==> src/rtl/serial_mantissa_adder_pkg.sv <==
// Shared definitions for the bit-serial mantissa add/subtract unit:
// FSM state encodings and the default mantissa width.
package serial_mantissa_adder_pkg;

    // Default mantissa width, hidden bit included.
    localparam int FP_MANT_W = 24;

    typedef enum logic [1:0] {
        S_IDLE = 2'd0,
        S_RUN  = 2'd1,
        S_DONE = 2'd2
    } state_t;

endpackage

==> src/rtl/full_adder.sv <==
// Single-bit full adder cell, shared library primitive.
module full_adder (
    output logic c_out,
    output logic sum,
    input  logic a,
    input  logic b,
    input  logic c_in
);

    assign sum   = a ^ b ^ c_in;
    assign c_out = (a & b) | (c_in & (a ^ b));

endmodule

==> src/rtl/serial_mantissa_adder.sv <==
// Bit-serial mantissa add/subtract, LSB first, one bit per clock.
// Subtraction is a + ~b + 1: b is inverted at load and the carry is
// preset to 1. One full_adder cell is reused on every RUN cycle.
module serial_mantissa_adder
    import serial_mantissa_adder_pkg::*;
#(
    parameter int W = FP_MANT_W
) (
    input  logic         clk,
    input  logic         rst_n,
    input  logic         start,
    input  logic         sub,
    input  logic [W-1:0] a,
    input  logic [W-1:0] b,
    output logic         busy,
    output logic         done,
    output logic [W-1:0] result,
    output logic         c_out,
    output logic         ovf
);

    localparam int CNT_W = $clog2(W);
    localparam logic [CNT_W-1:0] CNT_LAST = CNT_W'(W - 1);

    state_t state, state_nxt;

    logic [W-1:0]     a_sh;
    logic [W-1:0]     b_sh;
    logic [W-1:0]     result_q;
    logic [CNT_W-1:0] cnt;
    logic             carry;
    logic             done_q;
    logic             c_out_q;
    logic             ovf_q;

    logic             load;
    logic             last_bit;
    logic             fa_sum;
    logic             fa_co;

    full_adder u_fa (
        .c_out (fa_co),
        .sum   (fa_sum),
        .a     (a_sh[0]),
        .b     (b_sh[0]),
        .c_in  (carry)
    );

    // State register.
    always_ff @(posedge clk) begin
        if (!rst_n) begin
            state <= S_IDLE;
        end else begin
            state <= state_nxt;
        end
    end

    // Next-state decode plus load / last-bit strobes and busy flag.
    always_comb begin
        state_nxt = state;
        load      = 1'b0;
        last_bit  = 1'b0;
        busy      = 1'b0;
        case (state)
            S_IDLE: begin
                if (start) begin
                    load      = 1'b1;
                    state_nxt = S_RUN;
                end
            end
            S_RUN: begin
                busy = 1'b1;
                if (cnt == CNT_LAST) begin
                    last_bit  = 1'b1;
                    state_nxt = S_DONE;
                end
            end
            S_DONE: begin
                busy      = 1'b1;
                state_nxt = S_IDLE;
            end
            default: begin
                state_nxt = S_IDLE;
            end
        endcase
    end

    // Serial datapath: operand shifters, result shifter, carry, flags.
    // The done pulse is registered on the DONE->IDLE edge so that every
    // output comes straight from a flop.
    always_ff @(posedge clk) begin
        if (!rst_n) begin
            a_sh     <= '0;
            b_sh     <= '0;
            result_q <= '0;
            cnt      <= '0;
            carry    <= 1'b0;
            done_q   <= 1'b0;
            c_out_q  <= 1'b0;
            ovf_q    <= 1'b0;
        end else begin
            done_q <= (state == S_DONE);
            if (load) begin
                a_sh     <= a;
                b_sh     <= sub ? ~b : b;
                carry    <= sub;
                cnt      <= '0;
                result_q <= '0;
            end else if (state == S_RUN) begin
                a_sh     <= a_sh >> 1;
                b_sh     <= b_sh >> 1;
                result_q <= {fa_sum, result_q[W-1:1]};
                carry    <= fa_co;
                cnt      <= cnt + 1'b1;
                if (last_bit) begin
                    // carry holds the carry into the MSB at this point.
                    ovf_q   <= carry ^ fa_co;
                    c_out_q <= fa_co;
                end
            end
        end
    end

    assign done   = done_q;
    assign result = result_q;
    assign c_out  = c_out_q;
    assign ovf    = ovf_q;

endmodule

==> config.mk <==
export PLATFORM = sky130hd
export DESIGN_NAME = serial_mantissa_adder
export DESIGN_NICKNAME = d
export VERILOG_FILES = /design/src/rtl/serial_mantissa_adder_pkg.sv /design/src/rtl/full_adder.sv /design/src/rtl/serial_mantissa_adder.sv
export SDC_FILE = /design/constraint.sdc
export NUM_CORES = 1
export LEC_CHECK = 0
export CAP_MARGIN = 20
export CORE_ASPECT_RATIO = 0.7
export CORE_MARGIN = 5
export CORE_UTILIZATION = 51
export DETAILED_ROUTE_END_ITERATION = 12
export PLACE_DENSITY = 0.89
export SYNTH_ARGS = -nofsm -noshare
export SYNTH_HDL_FRONTEND = slang
export SYNTH_SLANG_ARGS = --single-unit
==> constraint.sdc <==
create_clock -name clk -period 3.4 [get_ports clk]
set_input_delay 0.34 -clock clk [delete_from_list [all_inputs] [get_ports clk]]
set_output_delay 0.34 -clock clk [all_outputs]
set_load 0.01 [all_outputs]
==> results of run 1 <==
per-stage QoR:
step	setup WS [ns]	total power [uW]	cells
after floorplan	2.08	2190	376
after global placement	1.06	2280	528
after detailed placement	0.988	2330	528
after CTS	1.01	2950	544
after global routing	0.843	3100	544
final	1.01	2930	544
routing by layer:
layer,part of all wire [%],vias up
met3,4.7,4
met5,0,-
met1,47,1283
met4,0.86,0
li1,-,1443
met2,47,55
state kept, by name (all words and copies together), names as in the netlist:
signal  count
a_sh       24
b_sh       24
result     24
cnt         5
state       2
c_out       1
carry       1
done        1
ovf         1
power by group through the flow:
stage	registers [uW]	logic (uW)	clock network [uW]
5_1_grt	1250	1170	681
3_3_place_gp	1240	1040	0
6_report	1230	1080	621
3_5_place_dp	1250	1080	0
4_1_cts	1230	1080	642
2_1_floorplan	1220	971	0
cells in the final DEF, fill, tap and decap left out, drive strengths merged, types with 2 or more instances in the layout:
cell type,count
clkinv,3
clkbuf,9
xor2,28
nand2,7
a211oi,48
ha,5
nor2,76
nand3,6
clkinvlp,3
nand4,3
clkdlybuf4s50,79
dfxtp,83
and4b,2
mux2i,74
a21oi,3
buf,6
inv,5
worst max path at each step:
stage | slack [ns] | endpoint | cells after the start | from
3_5_place_dp | 0.99 | c_out | 5 | start
4_1_cts | 1.01 | c_out | 6 | state[0]
2_1_floorplan | 2.08 | result[13] | 7 | state[0]
6_report | 1.01 | c_out | 6 | state[0]
3_3_place_gp | 1.06 | c_out | 5 | start
5_1_grt | 0.84 | result[20] | 5 | state[0]
cell type report:
class / count / share of cell area, %
Clock buffer: 9 / 2.56
Sequential cell: 83 / 34.3
Multi-Input combinational cell: 258 / 41.9
Timing Repair Buffer: 85 / 17.3
Inverter: 4 / 0.310
Clock inverter: 7 / 1.11
Tap cell: 98 / 2.53
worst min-delay path, stage by stage, from the launching register on:
cell	delay (ns)
dfxtp_1	0.33
nand3_1	0.07
a21oi_1	0.06
logic make-up after synthesis:
| family | Yosys count | synth area share, % |
|---|---|---|
| AOI/OAI and AO/OA | 53 | 13.7 |
| xor gates and xnor gates | 29 | 6.44 |
| adders and majority gates | 6 | 2.09 |
| buffers and inverters | 35 | 6.79 |
| DFF | 83 | 42.1 |
| muxes | 74 | 18.8 |
| and+or+nand+nor | 96 | 10.0 |
==> flow_summary.json, run 1 <==
{
  "tns_ns": 0,
  "multiInputGateArea_um2": 2030,
  "gp_congestion": 0.728,
  "synthesis.nets": 434,
  "htree_levels": 3,
  "stdcell_area_um2": 4840,
  "row_count": 26,
  "end_kind": "register",
  "ys_types": 27,
  "dieArea_um2": 9620,
  "nFillCells": 596,
  "p_per_area_nw_per_um2": 604,
  "finalSetupViolCount": 0,
  "cap_violations": 0,
  "num_io_pins": 80,
  "initialDrtViolationCount": 127,
  "final_util_pct": 65.3,
  "synth_top_area_share_pct": 42.1,
  "r2r_slack_ns": 1.01,
  "totalWireLength_um": 7820,
  "cts_sinks": 83,
  "cp.arrival_ns": 2.63,
  "via_per_inst": 5.12,
  "p_leak_uw": 0.00177,
  "cts_buffer_depth": 2,
  "grtUsageMet1_pct": 20.9,
  "synthArstFlopShare_pct": 0,
  "post_cts_resized": 0,
  "dp_hpwl_um": 5650,
  "holdWs_ns": 0.495,
  "dr_total_vias": 2785,
  "globalRouteTotalUtil_pct": 16.3,
  "max_freq_mhz": 418,
  "crit_path_top_delay_cell": "buf_4",
  "holdPathStages": 2,
  "synth_largest_area_cell": "dfxtp_1",
  "slowest_delay_ns": 0.57,
  "hp-class": "reg2reg",
  "synth_edf_count": 0,
  "ff2ff_path_depth": 6,
  "rsz0062_at_grt": "no",
  "slew_viol_final": 0,
  "sw_frac_of_total_pct": 35.0,
  "grt_max_degree": 54,
  "hold_viol": 0,
  "r2r-end": "c_out",
  "grt_pass1_vias": 2735,
  "postCtsSetupRepairBufs": 0,
  "drive_gt1_share_pct": 12.3,
  "fin_crit_sh_pct": 70.4,
  "seqPwrFrac_pct": 41.9,
  "critical_path_class": "reg2reg",
  "synth_area_per_cell_um2": 10.5,
  "grt_use_met3_pct": 5.22,
  "initial_utilization_pct": 53.2,
  "grt_pass1_wl_um": 12900,
  "start_kind": "register",
  "p_int_uw": 1900,
  "path_clk_slew_ns": 0.08,
  "synth_most_common_cell": "dfxtp_1",
  "combPwrFrac_pct": 36.9,
  "die_y_um": 83.6,
  "synth_warnings": 0,
  "min_from": "a_sh[23]",
  "area.sequential_um2": 1660,
  "die_w_um": 115,
  "syn_inst": 376,
  "ctsHoldBuffers": 0,
  "layout.nets": 499,
  "reg2reg_from": "state[0]",
  "clkPwrFrac_pct": 21.2,
  "diodes": 0,
  "drc_errors": 0,
  "min_period_ns": 2.39,
  "dpl_cell_area_um2": 4670,
  "antenna_found_initial": 0,
  "worstPathMaxFanout": 53,
  "synth_area_leaders": "dfxtp_1, mux2i_1, a211oi_2",
  "status": "completed",
  "cp_top_family": "buffers and inverters",
  "synth_seq_cells": 83,
  "cts_made_buffers": 9,
  "wire_per_inst_um": 14.4,
  "min_to": "a_sh[23]",
  "core_area_um2": 7420,
  "synth_area_um2": 3940,
  "power.switching_uw": 1020,
  "grt-ovfl-total": 0,
  "synth_commonest_cells": "dfxtp_1, nor2_1, mux2i_1",
  "clock-root-buffer": "clkbuf_8",
  "met2_usage_pct": 26.7,
  "finClkSkew_ns": 0.00683,
  "areaGrowthSynthToFinish_pct": 22.8,
  "path_cells": "inv_1 -> ha_1 -> nand2_4 -> buf_4 -> nand3_1 -> mux2i_1",
  "cts_tree": "built",
  "ant_nets": 0,
  "max-vdd-ir-drop_v": 0.000334,
  "tightest_slew_ns": 0.936,
  "firstDrtPassIters": 4,
  "slew_headroom_pct": 37.5,
  "port-buffer-count": 79,
  "seq_area_frac_synth_pct": 42.1,
  "clk_latency_ns": 0.34,
  "cp_num_buf_inv": 2,
  "grt_busiest_layer": "met2",
  "synthFlopType": "dfxtp_1",
  "crit_required_ns": 3.64
}
No activity file was read; power rests on OpenSTA's default activity.
==> run 2, diff against run 1 <==
- CORE_UTILIZATION: 51 -> 46
- PLACE_DENSITY: 0.89 -> 0.86
- clock period: 3.4 -> 2 ns (I/O delays scaled with it)
==> flow_summary.json, run 2 (synthesis results as in run 1) <==
{
  "power.switching_uw": 1880,
  "drive_gt1_share_pct": 13.1,
  "die_y_um": 87.5,
  "tightest_slew_ns": 0.375,
  "initial_utilization_pct": 46.9,
  "hp-class": "in2reg",
  "grt_pass1_wl_um": 13600,
  "worstPathMaxFanout": 4,
  "finalSetupViolCount": 0,
  "initialDrtViolationCount": 136,
  "power_uw": 5660,
  "ant_nets": 0,
  "status": "completed",
  "slew_headroom_pct": 74.9,
  "row_count": 28,
  "gp_congestion": 0.740,
  "p_per_area_nw_per_um2": 1120,
  "firstDrtPassIters": 4,
  "final_util_pct": 60.3,
  "areaGrowthSynthToFinish_pct": 28.6,
  "area.sequential_um2": 1660,
  "crit_required_ns": 1.80,
  "fin_crit_sh_pct": 94.6,
  "dr_total_vias": 2823,
  "max_freq_mhz": 529,
  "antenna_found_initial": 0,
  "grt_pass1_vias": 2909,
  "cts_sinks": 83,
  "ctsHoldBuffers": 0,
  "slew_viol_final": 0,
  "tns_ns": 0,
  "via_per_inst": 5.09,
  "port-buffer-count": 79,
  "critical_path_class": "reg2out",
  "dieArea_um2": 10600,
  "globalRouteTotalUtil_pct": 16.0,
  "grt_max_degree": 59,
  "drc_errors": 0,
  "core_area_um2": 8410,
  "multiInputGateArea_um2": 2030,
  "end_kind": "output pin",
  "num_io_pins": 80,
  "start_kind": "register",
  "path_clk_slew_ns": 0.06,
  "layout_common_cells": "dfxtp_1, clkdlybuf4s50_1, nor2_1, mux2i_1, a211oi_2",
  "dp_hpwl_um": 5650,
  "max-vdd-ir-drop_v": 0.000553,
  "htree_levels": 3,
  "cts_tree": "built",
  "layout.nets": 503,
  "clkPwrFrac_pct": 28.2,
  "clock-root-buffer": "clkbuf_16",
  "cap_violations": 0,
  "wire_per_inst_um": 14.3,
  "totalWireLength_um": 7920,
  "hold_viol": 0,
  "seqPwrFrac_pct": 36.8,
  "cts_made_buffers": 9,
  "p_int_uw": 3770,
  "min_period_ns": 1.89,
  "post_cts_resized": 0,
  "finClkSkew_ns": 0.00335,
  "p_leak_uw": 0.00187,
  "postCtsSetupRepairBufs": 0,
  "rsz0062_at_grt": "no",
  "final_common_cell": "dfxtp_1",
  "die_w_um": 121,
  "grt-ovfl-total": 0,
  "cts_buffer_depth": 2,
  "dpl.cell_count": 539,
  "cp.arrival_ns": 1.69,
  "stdcell_count": 555,
  "combPwrFrac_pct": 35.0,
  "clk_latency_ns": 0.34,
  "sw_frac_of_total_pct": 33.3,
  "diodes": 0,
  "nFillCells": 700
}
[run 2: final timing paths]
| check | from | to | slack [ns] | cells past startpoint |
|---|---|---|---|---|
| max | state[0] | busy | 0.11 | 3 |
| min | a[2] | a_sh[2] | 0.47 | 3 |
| max reg2reg | state[0] | ovf | 0.37 | 6 |
| min reg2reg | result[0] | result[0] | 0.50 | 2 |
[run 2: area by class of cell]
class                      count  share of cell area (%)
multi-input combinational    258                    40.1
clock buffer                   9                    4.44
clock inverter                 7                    1.26
inverter                       4                   0.296
sequential                    83                    32.8
tap                          105                    2.59
timing repair buffer          89                    18.6
[run 2: power by group through the flow]
stage / Clock, uW / Combinational (uW) / Sequential [uW]
floorplan: 0 / 1650 / 2070
global placement: 0 / 1920 / 2110
detailed placement: 0 / 1980 / 2120
CTS: 1630 / 1990 / 2080
global route: 1710 / 2140 / 2120
finish: 1590 / 1980 / 2080
[run 2: layer usage]
metal	vias to the layer above	GRT usage, %	routed length, um
li1	1448	-	-
met1	1301	20.5	3810
met2	61	25.5	3590
met3	13	5.26	397
met4	0	5.56	129
met5	-	0	0
[run 2: metrics by stage]
step,cell area [um2],hold WS (ns),worst slack (ns)
detailed placement,4780,0.486,0.379
floorplan,3940,0.348,0.683
global placement,4780,0.479,0.482
finish,5070,0.472,0.108
global route,5070,0.468,0.0191
CTS,5070,0.474,0.0918
[run 2: critical path, cell delays in order, from the launching register on]
cell and delay, ns:
dfxtp_1 0.42, inv_1 0.11, ha_1 0.28, clkdlybuf4s50_1 0.54
